**src/rtl/fp_add_pkg.sv**
```systemverilog
// Shared definitions for the floating-point adder datapath: widths, exponent
// limits and the post-addition normalizer state encoding.
package fp_add_pkg;
    localparam int MANT_W = 23;
    localparam int EXP_W  = 8;
    localparam int CNT_W  = 5;

    localparam logic [EXP_W-1:0] EXP_MAX       = 8'd255;
    localparam logic [EXP_W-1:0] EXP_OVF_LIMIT = 8'd254;

    typedef enum logic [1:0] {
        IDLE = 2'd0,
        NORM = 2'd1,
        DONE = 2'd2
    } norm_state_t;
endpackage

```
**src/rtl/up_counter_5bit.sv**
```systemverilog
// Shift counter for the normalizer; the upward mirror of the alignment
// path's down-counter. Clear has priority over increment.
module up_counter_5bit #(
    parameter int CNT_W = 5
) (
    input  logic             clk,
    input  logic             rst_n,
    input  logic             clear,
    input  logic             inc_en,
    output logic [CNT_W-1:0] q
);

    always_ff @(posedge clk) begin
        if (!rst_n)
            q <= '0;
        else if (clear)
            q <= '0;
        else if (inc_en)
            q <= q + CNT_W'(1);
    end

endmodule

```
**src/rtl/fp_normalizer_seq.sv**
```systemverilog
// Sequential post-addition normalizer: one left shift per cycle until the
// hidden bit is set, with carry, zero, overflow and underflow handling.
//
//   state | meaning
//   ------+-----------------------------------------------------------
//   IDLE  | waiting for Start; results and flags hold last values
//   NORM  | one normalization decision per cycle (zero/carry/ok/unf/shift)
//   DONE  | Done pulse; results valid; Start ignored
module fp_normalizer_seq #(
    parameter int MANT_W = fp_add_pkg::MANT_W,
    parameter int EXP_W  = fp_add_pkg::EXP_W,
    parameter int CNT_W  = fp_add_pkg::CNT_W
) (
    input  logic              Clk,
    input  logic              Rst_n,
    input  logic              Start,
    input  logic [MANT_W+1:0] Mant_in,
    input  logic [EXP_W-1:0]  Exp_in,
    output logic [MANT_W-1:0] Mant_out,
    output logic [EXP_W-1:0]  Exp_out,
    output logic [CNT_W-1:0]  Shift_count,
    output logic              Busy,
    output logic              Done,
    output logic              Zero,
    output logic              Overflow,
    output logic              Underflow
);

    import fp_add_pkg::*;

    localparam int SIG_W = MANT_W + 2;

    norm_state_t       state, state_nxt;
    logic [SIG_W-1:0]  m, m_nxt;
    logic [EXP_W-1:0]  e, e_nxt;
    logic [MANT_W-1:0] mant_nxt;
    logic [EXP_W-1:0]  exp_nxt;
    logic              zero_nxt, ovf_nxt, unf_nxt;
    logic              busy_nxt, done_nxt;
    logic              cnt_clr, cnt_inc;

    up_counter_5bit #(.CNT_W(CNT_W)) u_shift_cnt (
        .clk    (Clk),
        .rst_n  (Rst_n),
        .clear  (cnt_clr),
        .inc_en (cnt_inc),
        .q      (Shift_count)
    );

    always_ff @(posedge Clk) begin
        if (!Rst_n) begin
            state     <= IDLE;
            m         <= '0;
            e         <= '0;
            Mant_out  <= '0;
            Exp_out   <= '0;
            Busy      <= 1'b0;
            Done      <= 1'b0;
            Zero      <= 1'b0;
            Overflow  <= 1'b0;
            Underflow <= 1'b0;
        end else begin
            state     <= state_nxt;
            m         <= m_nxt;
            e         <= e_nxt;
            Mant_out  <= mant_nxt;
            Exp_out   <= exp_nxt;
            Busy      <= busy_nxt;
            Done      <= done_nxt;
            Zero      <= zero_nxt;
            Overflow  <= ovf_nxt;
            Underflow <= unf_nxt;
        end
    end

    always_comb begin
        state_nxt = state;
        m_nxt     = m;
        e_nxt     = e;
        mant_nxt  = Mant_out;
        exp_nxt   = Exp_out;
        zero_nxt  = Zero;
        ovf_nxt   = Overflow;
        unf_nxt   = Underflow;
        cnt_clr   = 1'b0;
        cnt_inc   = 1'b0;

        case (state)
            IDLE: begin
                if (Start) begin
                    m_nxt     = Mant_in;
                    e_nxt     = Exp_in;
                    cnt_clr   = 1'b1;
                    zero_nxt  = 1'b0;
                    ovf_nxt   = 1'b0;
                    unf_nxt   = 1'b0;
                    state_nxt = NORM;
                end
            end
            NORM: begin
                if (m == '0) begin
                    zero_nxt  = 1'b1;
                    exp_nxt   = '0;
                    mant_nxt  = '0;
                    state_nxt = DONE;
                end else if (m[SIG_W-1]) begin
                    if (e == EXP_OVF_LIMIT) begin
                        ovf_nxt   = 1'b1;
                        exp_nxt   = EXP_MAX;
                        mant_nxt  = '0;
                        state_nxt = DONE;
                    end else begin
                        m_nxt = m >> 1;
                        e_nxt = e + EXP_W'(1);
                    end
                end else if (m[MANT_W]) begin
                    mant_nxt  = m[MANT_W-1:0];
                    exp_nxt   = e;
                    state_nxt = DONE;
                end else if (e <= EXP_W'(1)) begin
                    // Minimum exponent reached: leave the fraction denormal.
                    unf_nxt   = 1'b1;
                    exp_nxt   = '0;
                    mant_nxt  = m[MANT_W-1:0];
                    state_nxt = DONE;
                end else begin
                    m_nxt   = m << 1;
                    e_nxt   = e - EXP_W'(1);
                    cnt_inc = 1'b1;
                end
            end
            DONE: begin
                state_nxt = IDLE;
            end
            default: begin
                state_nxt = IDLE;
            end
        endcase

        done_nxt = (state_nxt == DONE);
        busy_nxt = (state_nxt != IDLE);
    end

endmodule

```
**config.mk**
```make
export PLATFORM = sky130hd
export DESIGN_NAME = fp_normalizer_seq
export DESIGN_NICKNAME = d
export VERILOG_FILES = /design/src/rtl/fp_add_pkg.sv /design/src/rtl/up_counter_5bit.sv /design/src/rtl/fp_normalizer_seq.sv
export SDC_FILE = /design/constraint.sdc
export NUM_CORES = 1
export LEC_CHECK = 0
export ABC_AREA = 1
export BUFFER_PORTS_ARGS = -buffer_cell sky130_fd_sc_hd__buf_2
export CAP_MARGIN = 20
export CORE_MARGIN = 2
export CORE_UTILIZATION = 40
export DETAILED_ROUTE_END_ITERATION = 6
export SLEW_MARGIN = 10
export SYNTH_ARGS = -nofsm -noshare
export SYNTH_HDL_FRONTEND = slang
export SYNTH_HIERARCHICAL = 1
export SYNTH_SLANG_ARGS = --single-unit
```
**constraint.sdc**
```tcl
create_clock -name Clk -period 5 [get_ports Clk]
set_input_delay 1.5 -clock Clk [delete_from_list [all_inputs] [get_ports Clk]]
set_output_delay 1.5 -clock Clk [all_outputs]
set_load 0.05 [all_outputs]
```
# --- Word-level counts from Yosys, hierarchy flattened ---
# Cells that the tools add are included.
totals:
  mem_count: 0
  word_cells: 96
  reg_bits: 76
  latch_bits: 0
  output_inout_bits: 41
  romBits: 0
  inputBits: 36
  mem_bits_rw: 0
op_classes:
  n_mul: 0
  shifts: 0
  reduce_logical: 13
  order_cmp: 1
  div: 0
  muxes: 50
  eq_ne: 15
  bitwise: 1
  add_sub_neg: 3
op_table:
  columns: ["op", "count"]
  rows:
  - ["two-way mux 23 bit", 5]
  - ["two-way mux 25 bit", 4]
  - ["two-way mux 8 bit", 11]
  - ["case mux 25 bit (2 select lines)", 1]
  - ["two-way mux 24 bit", 2]
  - ["logical NOT 25 bit", 1]
  - ["two-way mux 1 bit", 16]
  - ["!= test 2 bit, second input constant", 8]
  - ["case mux 8 bit (2 select lines)", 1]
  - ["two-way mux 2 bit", 6]
  - ["AND reduction 6 bit", 2]
  - ["!= test 3 bit, second input constant", 3]
  - ["AND reduction 3 bit", 3]
  - ["adder 8 x 1 -> 8 bit, second input constant", 1]
  - ["equality test 8 bit, second input constant", 1]
  - ["less-or-equal comparator 8 x 1 -> 1 bit, second input constant", 1]
  - ["subtractor 8 x 1 -> 8 bit, second input constant", 1]
  - ["case mux 1 bit (2 select lines)", 3]
  - ["adder 5 x 1 -> 5 bit, second input constant", 1]
  - ["AND reduction 5 bit", 1]
  - ["case mux 2 bit (2 select lines)", 1]
  - ["AND reduction 4 bit", 1]
  - ["nonzero test 2 bit", 2]
  - ["nonzero test 4 bit", 1]
  - ["6 further kinds", 6]

# --- Longest topological paths before layout ---
# Gate-level depths: netlist of run 1.
depth:
  word_depth: 7
  mapped_depth: 13
  depth_no_buf: 13

# --- Cells and area by module ---
# The synthesis of run 1 kept the hierarchy.
modules_own_cells:
  columns: ["module", "cells_each", "n_inst", "seq_area_each_um2", "area_each_um2"]
  rows:
  - ["fp_normalizer_seq", 679, 1, 1421.4, 4080.2]
  - ["up_counter_5bit", 31, 1, 100.1, 214.0]

# --- Least setup slack after synthesis of run 1 ---
# OpenSTA, ideal clock, no wires.
synth_timing:
  path_type: "input -> register"
  startpoint: "input Rst_n"
  endpoint: "register Exp_out[0]"
  setup_slack_ns: 2.665
  arrival_ns: 2.264
  required_time_ns: 4.929
  cell_stages: 4
  n_path_buf: 2
  setup_time_ns: 0.071
  path_cell_list: "clkbuf_1 > clkinv_1 > clkbuf_1 > a21oi_1"
synth_rtl:
  columns: ["element", "line", "text"]
  rows:
  - ["start, declared", "fp_normalizer_seq.sv:15", "input logic Rst_n,"]
  - ["end signal, assigned", "fp_normalizer_seq.sv:67", "Exp_out <= exp_nxt;"]
  - ["end, declared", "fp_normalizer_seq.sv:20", "output logic [EXP_W-1:0] Exp_out,"]
# No word-level cell between the ends.

# --- Worst setup path after layout of run 1 ---
layout_timing:
  startpoint: "register e[0]"
  endpoint: "register m[5]"
layout_between:
  elab_chain_len: 3
  word_cells_on_any_way: 5
  cone_classes: "order compare (1); eq/ne (3); reduce/logical (1)"
layout_lines:
  columns: ["element", "line", "text"]
  rows:
  - ["start, declared", "fp_normalizer_seq.sv:35", "logic [EXP_W-1:0] e, e_nxt;"]
  - ["start signal, assigned", "fp_normalizer_seq.sv:65", "e <= e_nxt;"]
  - ["less-or-equal comparator 8 x 1 -> 1 bit or equality test 8 bit (tied branches)", "fp_normalizer_seq.sv:120, fp_normalizer_seq.sv:107", null]
  - ["!= test 3 bit (no source line)", null, null]
  - ["AND reduction 6 bit (no source line) *", null, null]
  - ["end signal, assigned", "fp_normalizer_seq.sv:64", "m <= m_nxt;"]
  - ["end, declared", "fp_normalizer_seq.sv:34", "logic [SIG_W-1:0] m, m_nxt;"]
# Mark *: on every way between the ends. The rest lies on a longest branch, timed or not.
# A chain may end at the register's enable or synchronous reset.

==> reports/metrics.cfg, run 1 <==
[setup_path]
endpoint = m[5]
cp.arrival_ns = 3.21
rr_endpoint = m[5]
worstSetupStartpointType = register
crit_path_end_kind = register
rrSetupSlack_ns = 2.04
reg2reg_depth = 12
path_class = register to register
crit_fanout = 34
crit_start = e[0]
required_ns = 5.25
reg2reg_from = e[0]

[global_routing]
grt_max_degree = 45
grt-ovfl-total = 0
grt_pass1_vias = 3936
antenna_found_initial = 0
grt_pass1_wl_mm = 19.3
grt.total_usage_pct = 21.0

[cts]
ctsHtreeMaxLevel = 3
ctsHoldBuffers = 0
clockBufferDepth = 2
clock_latency_ns = 0.36
cts-root-buf = clkbuf_8
cts_setup_buffers = 0
cts_tree = yes
clkTransAtPathRegs_ns = 0.09
clock_sinks = 76
cts_buffers = 9
cts_resized = 0

[routing]
vias_per_cell = 5.02
first_pass_iters = 5
dr_total_vias = 4525
route.met2.wl_mm = 4.90
drt-initial-drc-count = 251
wl_met3_um = 631
routed_wirelength_mm = 11.9
wl_per_cell_um = 13.2
wl_met1_mm = 6.10
antenna_left = 0
dr.max_layer_used = met4
drc = 0

[floorplan]
pin_count = 77
start_util_pct = 41.4
fp.dieH_um = 108
rows = 37
core_um2 = 10400
die_w_um = 108
dieArea_um2 = 11600

[pwr]
p_leak_nw = 2.47
power_mw = 2.24
p_int_mw = 1.21
combPwrFrac_pct = 42.0
max-vdd-ir-drop_uv = 164
powerDensity_nw_per_um2 = 457
clockPowerShare_pct = 21.6
sequentialPowerShare_pct = 36.5
switching_power_mw = 1.03
swShare_pct = 45.9

[timing]
max_freq_mhz = 338
setup_viol = 0
fin_tns_setup_ns = 0
worstMarginPinSlew_ns = 0.718
finalHoldViolCount = 0
period_needed_ns = 2.96
fin_crit_sh_pct = 59.2
rsz0062_at_grt = false
skew_ns = 0.0103
slew_violations = 0
slew_headroom_pct = 52.0

[hold_path]
hold_path_class = register to register

[cells_and_area]
fill_cells = 1148
multiInputGateArea_um2 = 2340
num_antenna_cells = 0
syn_to_final_growth_pct = 13.8
instances_no_fill = 902
nets = 802
regArea_um2 = 1520
drive_gt1_share_pct = 15.1

[synthesis]
ys_seq_area_share_pct = 35.4
syn_nets = 751
syn-instance-count = 710
yosys_warnings = 6
yosysUniqueCellTypes = 24
syn_avg_cell_area_um2 = 6.05
yosys_register_bits = 76
syn_area_um2 = 4290

[placement]
portBuffers = 76
placedCellCount = 886
dp_hpwl_mm = 8.15
gp_congestion = 0.873

[run_status]
status = finished, final reports clean

[job]
timing.max_cap.violations = 0

-- kinds of logic after synthesis --
| family | synth area share (%) |
|---|---|
| AND/OR/NAND/NOR | 48.0 |
| buffers and inverters | 10.2 |
| flip-flops | 35.4 |
| AO/OA/AOI/OAI | 4.95 |
| adder cells (fa/ha/maj) | 1.46 |
-- Yosys cell counts --
| master | number | share of area, % |
|---|---|---|
| nor2_4 | 1 | 0.26 |
| nor2_2 | 2 | 0.29 |
| o21ai_0 | 14 | 1.6 |
| buf_4 | 1 | 0.17 |
| nand3b_1 | 1 | 0.17 |
| inv_1 | 52 | 4.5 |
| a21oi_1 | 24 | 2.8 |
| nand2_4 | 2 | 0.52 |
| nor2_8 | 1 | 0.47 |
| nand3_1 | 127 | 15 |
| a22oi_1 | 1 | 0.17 |
| nor2_1 | 119 | 10 |
| nand2_1 | 216 | 19 |
| buf_1 | 5 | 0.44 |
| clkinv_1 | 2 | 0.17 |
| ha_1 | 5 | 1.5 |
| nand4_1 | 11 | 1.6 |
| clkbuf_1 | 21 | 1.8 |
| nand2_2 | 4 | 0.58 |
| dfxtp_1 | 76 | 35 |
| inv_2 | 9 | 0.79 |
| buf_2 | 10 | 1.2 |
| buf_6 | 4 | 1.0 |
| o211ai_1 | 2 | 0.35 |
-- through the flow --
| step | worst slack, ns | hold slack [ns] | utilization, % | cell area, um2 |
|---|---|---|---|---|
| after global placement | 1.97 | 0.446 | 45.1 | 4670 |
| after global routing | 1.69 | 0.477 | 47.1 | 4890 |
| final | 2.04 | 0.462 | 47.1 | 4890 |
| after CTS | 2.03 | 0.464 | 47.1 | 4890 |
| after detailed placement | 2.04 | 0.451 | 45.2 | 4690 |
| after floorplan | 2.66 | 0.484 | - | 4290 |
-- power groups by stage --
| stage | sequential, mW | clock, mW | combinational [mW] |
|---|---|---|---|
| global placement | 0.827 | 0 | 0.920 |
| global route | 0.829 | 0.522 | 1.06 |
| finish | 0.816 | 0.482 | 0.938 |
| detailed placement | 0.827 | 0 | 0.935 |
| floorplan | 0.906 | 0 | 0.658 |
| CTS | 0.813 | 0.493 | 0.939 |
-- worst min path at each step --
stage / from / slack, ns / to / cells past startpoint
detailed placement: Exp_out[5] / 0.45 / Exp_out[5] / 2
floorplan: m[22] / 0.48 / Mant_out[22] / 2
finish: Exp_out[0] / 0.46 / Exp_out[0] / 2
global route: Mant_out[22] / 0.48 / Mant_out[22] / 2
CTS: Exp_out[3] / 0.46 / Exp_out[3] / 2
global placement: Exp_out[0] / 0.45 / Exp_out[0] / 2
-- layer usage --
layer,global-route usage [%],vias to the layer above
met5,0,-
met4,9.25,0
met3,3.27,20
met2,29.7,145
met1,31.2,2019
li1,-,2341
-- sequential cells by signal, summed over array words and instances (netlist names), 2 cells and up --
register,cells
u_shift_cnt/q,5
Exp_out,8
m,25
state,2
e,8
Mant_out,23
-- area by class of cell --
| cell class | instances | share of cell area (%) |
|---|---|---|
| Sequential cell | 76 | 31.1 |
| Clock buffer | 9 | 2.53 |
| Clock inverter | 7 | 1.54 |
| Inverter | 63 | 4.84 |
| Timing Repair Buffer | 81 | 8.70 |
| Tap cell | 136 | 3.48 |
| Multi-Input combinational cell | 530 | 47.8 |
-- placed cells by master (no fill, tap or decap), types with 2 or more instances in the layout --
| cell type | n |
|---|---|
| nor2_1 | 119 |
| buf_2 | 76 |
| buf_4 | 4 |
| inv_6 | 2 |
| nand2_2 | 4 |
| inv_1 | 52 |
| nand2_4 | 2 |
| nand2_1 | 216 |
| o21ai_0 | 14 |
| nand3_1 | 127 |
| o211ai_1 | 2 |
| clkinvlp_4 | 3 |
| clkbuf_8 | 9 |
| nor2_2 | 2 |
| ha_1 | 5 |
| clkinv_1 | 2 |
| inv_2 | 9 |
| dfxtp_1 | 76 |
| nand4_1 | 11 |
| a21oi_1 | 24 |
-- critical path: stages, from the launching register on --
cell     delay [ns]
dfxtp_1        0.44
inv_1          0.17
ha_1           0.25
nor2_1         0.09
nor2_1         0.05
nand2_1        0.38
nand2_2        0.13
nand2_2        0.10
nand2_2        0.24
nand2_4        0.41
nand2_4        0.31
nor2_1         0.19
nor2_1         0.06
(Power assumes the default switching activity.)
==> run 2: changes to the inputs <==
Settings changed: ABC_AREA 1 to 0.
Clock period 5 ns to 2.7 ns, I/O delays scaled along.
==> run 2 against run 1 <==
The run now ends with design-rule violations left. Core utilization increased by 2.9 points. Maximum frequency rose by 22%. Register-to-register slack worse by 1.8 ns. Via count is 30% lower. Clock skew rose by 0.0033 ns. Non-clock buffer count increased by 10. First-iteration DRC count shrank 1.2%. Combinational power is 55% higher. Sequential power is 100% higher. Design area down 16%. Largest power group is now sequential cells. Highest routed layer unchanged.
==> reports/metrics.cfg, run 2 <==
[timing]
slew_headroom_pct = 36.5  ; was 52.0%
skew_ns = 0.0137  ; was 0.0103 ns
finalHoldViolCount = 0  ; unchanged
slew_violations = 0  ; unchanged
setup_viol = 0  ; unchanged
fin_tns_setup_ns = 0  ; unchanged
setup_ws_ns = 0.270  ; was 2.04 ns
period_needed_ns = 2.43  ; was 2.96 ns
max_freq_mhz = 411  ; was 338 MHz
worstMarginPinSlew_ns = 0.949  ; was 0.718 ns
rsz0062_at_grt = false  ; unchanged
fin_crit_sh_pct = 90.0  ; was 59.2%

[cells_and_area]
layout_common_cells = dfxtp_1, buf_2, nor2_1  ; was nand2_1, nand3_1, nor2_1
fin_area_um2 = 4110  ; was 4890 um2
fill_cells = 815  ; was 1148
largest_reg_flops = 25  ; unchanged
drive_gt1_share_pct = 27.1  ; was 15.1%
multiInputGateArea_um2 = 1720  ; was 2340 um2
regArea_um2 = 1520  ; unchanged
largest-register = m  ; unchanged
syn_to_final_growth_pct = 21.3  ; was 13.8%
num_antenna_cells = 0  ; unchanged
final_core_util_pct = 50.1  ; was 47.1%
nets = 475  ; was 802
top_regs = m (25), Mant_out (23)  ; unchanged

[floorplan]
dieArea_um2 = 9230  ; was 11600 um2
die_w_um = 96.1  ; was 108 um
pin_count = 77  ; unchanged
rows = 33  ; was 37
start_util_pct = 41.3  ; was 41.4%
fp.dieH_um = 96.1  ; was 108 um
core_um2 = 8220  ; was 10400 um2

[job]
timing.max_cap.violations = 0  ; unchanged

[synthesis]
ys_seq_area_share_pct = 44.9  ; was 35.4%
yosysUniqueCellTypes = 49  ; was 24
syn_nets = 405  ; was 751
yosysMostFrequentCell = dfxtp_1  ; was nand2_1
synth_top_area_share_pct = 44.9  ; was 35.4%
async_reset_ff_share_pct = 0  ; unchanged
yosysTopAreaCell = dfxtp_1  ; unchanged
syn-instance-count = 364  ; was 710
syn_area_um2 = 3390  ; was 4290 um2
yosys_warnings = 6  ; unchanged
synth_top_cells_by_area = dfxtp_1, a222oi_1, a22o_1  ; was dfxtp_1, nand2_1, nand3_1
synth_ff_type = dfxtp_1  ; unchanged
synth_common_cells = dfxtp_1, nor2_1, a211oi_1  ; was nand2_1, nand3_1, nor2_1
syn_avg_cell_area_um2 = 9.31  ; was 6.05 um2
synth_edf_count = 0  ; unchanged
yosys_register_bits = 76  ; unchanged

[cts]
clockBufferDepth = 2  ; unchanged
cts-root-buf = clkbuf_8  ; unchanged
cts_setup_buffers = 0  ; unchanged
clock_latency_ns = 0.35  ; was 0.36 ns
ctsHoldBuffers = 0  ; unchanged
cts_tree = yes  ; unchanged
cts_resized = 0  ; unchanged
clkTransAtPathRegs_ns = 0.09  ; about the same
ctsHtreeMaxLevel = 3  ; unchanged
cts_buffers = 9  ; unchanged
clock_sinks = 76  ; unchanged

[setup_path]
path_class = register to register  ; unchanged
crit_path_end_kind = register  ; unchanged
rrSetupSlack_ns = 0.27  ; was 2.04 ns
crit_fanout = 16  ; was 34
reg2reg_depth = 9  ; was 12
rr_endpoint = e[0]  ; was m[5]
required_ns = 2.96  ; was 5.25 ns
reg2reg_from = e[0]  ; unchanged
worstSetupStartpointType = register  ; unchanged
cp.arrival_ns = 2.69  ; was 3.21 ns

[routing]
routed_wirelength_mm = 8.95  ; was 11.9 mm
drc = 1  ; was 0
drt-initial-drc-count = 248  ; was 251
antenna_left = 0  ; unchanged
vias_per_cell = 5.80  ; was 5.02
first_pass_iters = 7  ; was 5
wl_per_cell_um = 16.4  ; was 13.2 um
dr_total_vias = 3154  ; was 4525

[hold_path]
hold_path_class = register to register  ; unchanged
min_from = Mant_out[17]  ; was Exp_out[0]
whs_path_depth = 1  ; was 2
min_to = Mant_out[17]  ; was Exp_out[0]

[global_routing]
grt-ovfl-total = 0  ; unchanged
grt_pass1_vias = 2916  ; was 3936
grt_pass1_wl_mm = 14.6  ; was 19.3 mm
antenna_found_initial = 0  ; unchanged
grt.total_usage_pct = 20.4  ; was 21.0%
grt_max_degree = 48  ; was 45

[pwr]
max-vdd-ir-drop_uv = 440  ; was 164 uV
powerDensity_nw_per_um2 = 986  ; was 457 nW/um2
p_leak_nw = 1.77  ; was 2.47 nW

[placement]
dp_slack_ns = 0.267  ; was 2.04 ns
dp_hpwl_mm = 6.17  ; was 8.15 mm
gp_congestion = 0.844  ; was 0.873
portBuffers = 76  ; unchanged
place_area_um2 = 3890  ; was 4690 um2

[run_status]
status = finished with violations  ; was finished, final reports clean
violations = design-rule violations

==> run 2: cell types whose count changed after synthesis, moves of 22 or more <==
cell | before | now
inv_1 | 52 | 4
a222oi_1 | 0 | 22
nand3_1 | 127 | 7
a22o_1 | 0 | 24
nand2_1 | 216 | 20
nor2_1 | 119 | 49
a211oi_1 | 0 | 25
==> run 2: report_power, final <==
group          internal [mW]  switching (mW)
logic                  0.534           0.921
registers               1.35           0.281
clock network          0.525           0.448
total                   2.41            1.65
==> run 2: how the worst max path moves through the flow <==
stage	cells past startpoint	to	start	slack, ns
floorplan	11	u_shift_cnt/q[4]	e[0]	0.48
global placement	7	Mant_out[11]	m[21]	0.34
detailed placement	8	e[0]	Start	0.27
CTS	9	e[0]	e[0]	0.26
global route	9	e[0]	e[1]	0.04
finish	9	e[0]	e[0]	0.27
==> run 2: metal layers <==
metal | vias up | routed length, um | track usage (%)
li1 | 1546 | - | -
met2 | 93 | 4040 | 31.1
met1 | 1503 | 4300 | 28.5
met4 | 0 | 114 | 6.67
met3 | 12 | 491 | 4.54
met5 | - | 0 | 0
==> run 2: metrics by stage <==
step	power [mW]	instances	hold WS [ns]
finish	4.06	544	0.472
global route	4.34	544	0.506
CTS	4.08	544	0.479
detailed placement	3.10	528	0.451
global placement	3.07	528	0.456
floorplan	2.70	364	0.470
==> run 2: worst max-delay path: stages, from the launching register on <==
cell and delay [ns]:
dfxtp_1 0.42, inv_1 0.11, ha_1 0.22, or2_1 0.23, a31oi_2 0.19, nor3_1 0.10, a2111oi_4 0.42, buf_4 0.28
o21ai_1 0.09, a221oi_1 0.28
==> run 2: kinds of logic (layout without fill, tap and decap cells) <==
kind of cell / after synthesis / after routing / synth area share (%)
compound gates: 121 / 121 / 29.8
xor+xnor: 2 / 2 / 0.517
fa+ha+maj: 5 / 5 / 1.85
buf+inv: 36 / 111 / 4.47
flops: 76 / 76 / 44.9
mux: 3 / 3 / 0.886
simple gates: 121 / 121 / 17.6
==> run 2: final cells by class <==
type / count / area share, %
Multi-Input combinational cell: 252 / 41.7
Timing Repair Buffer: 91 / 12.3
Inverter: 4 / 0.365
Clock buffer: 9 / 3.01
Tap cell: 105 / 3.19
Sequential cell: 76 / 37.0
Clock inverter: 7 / 2.40
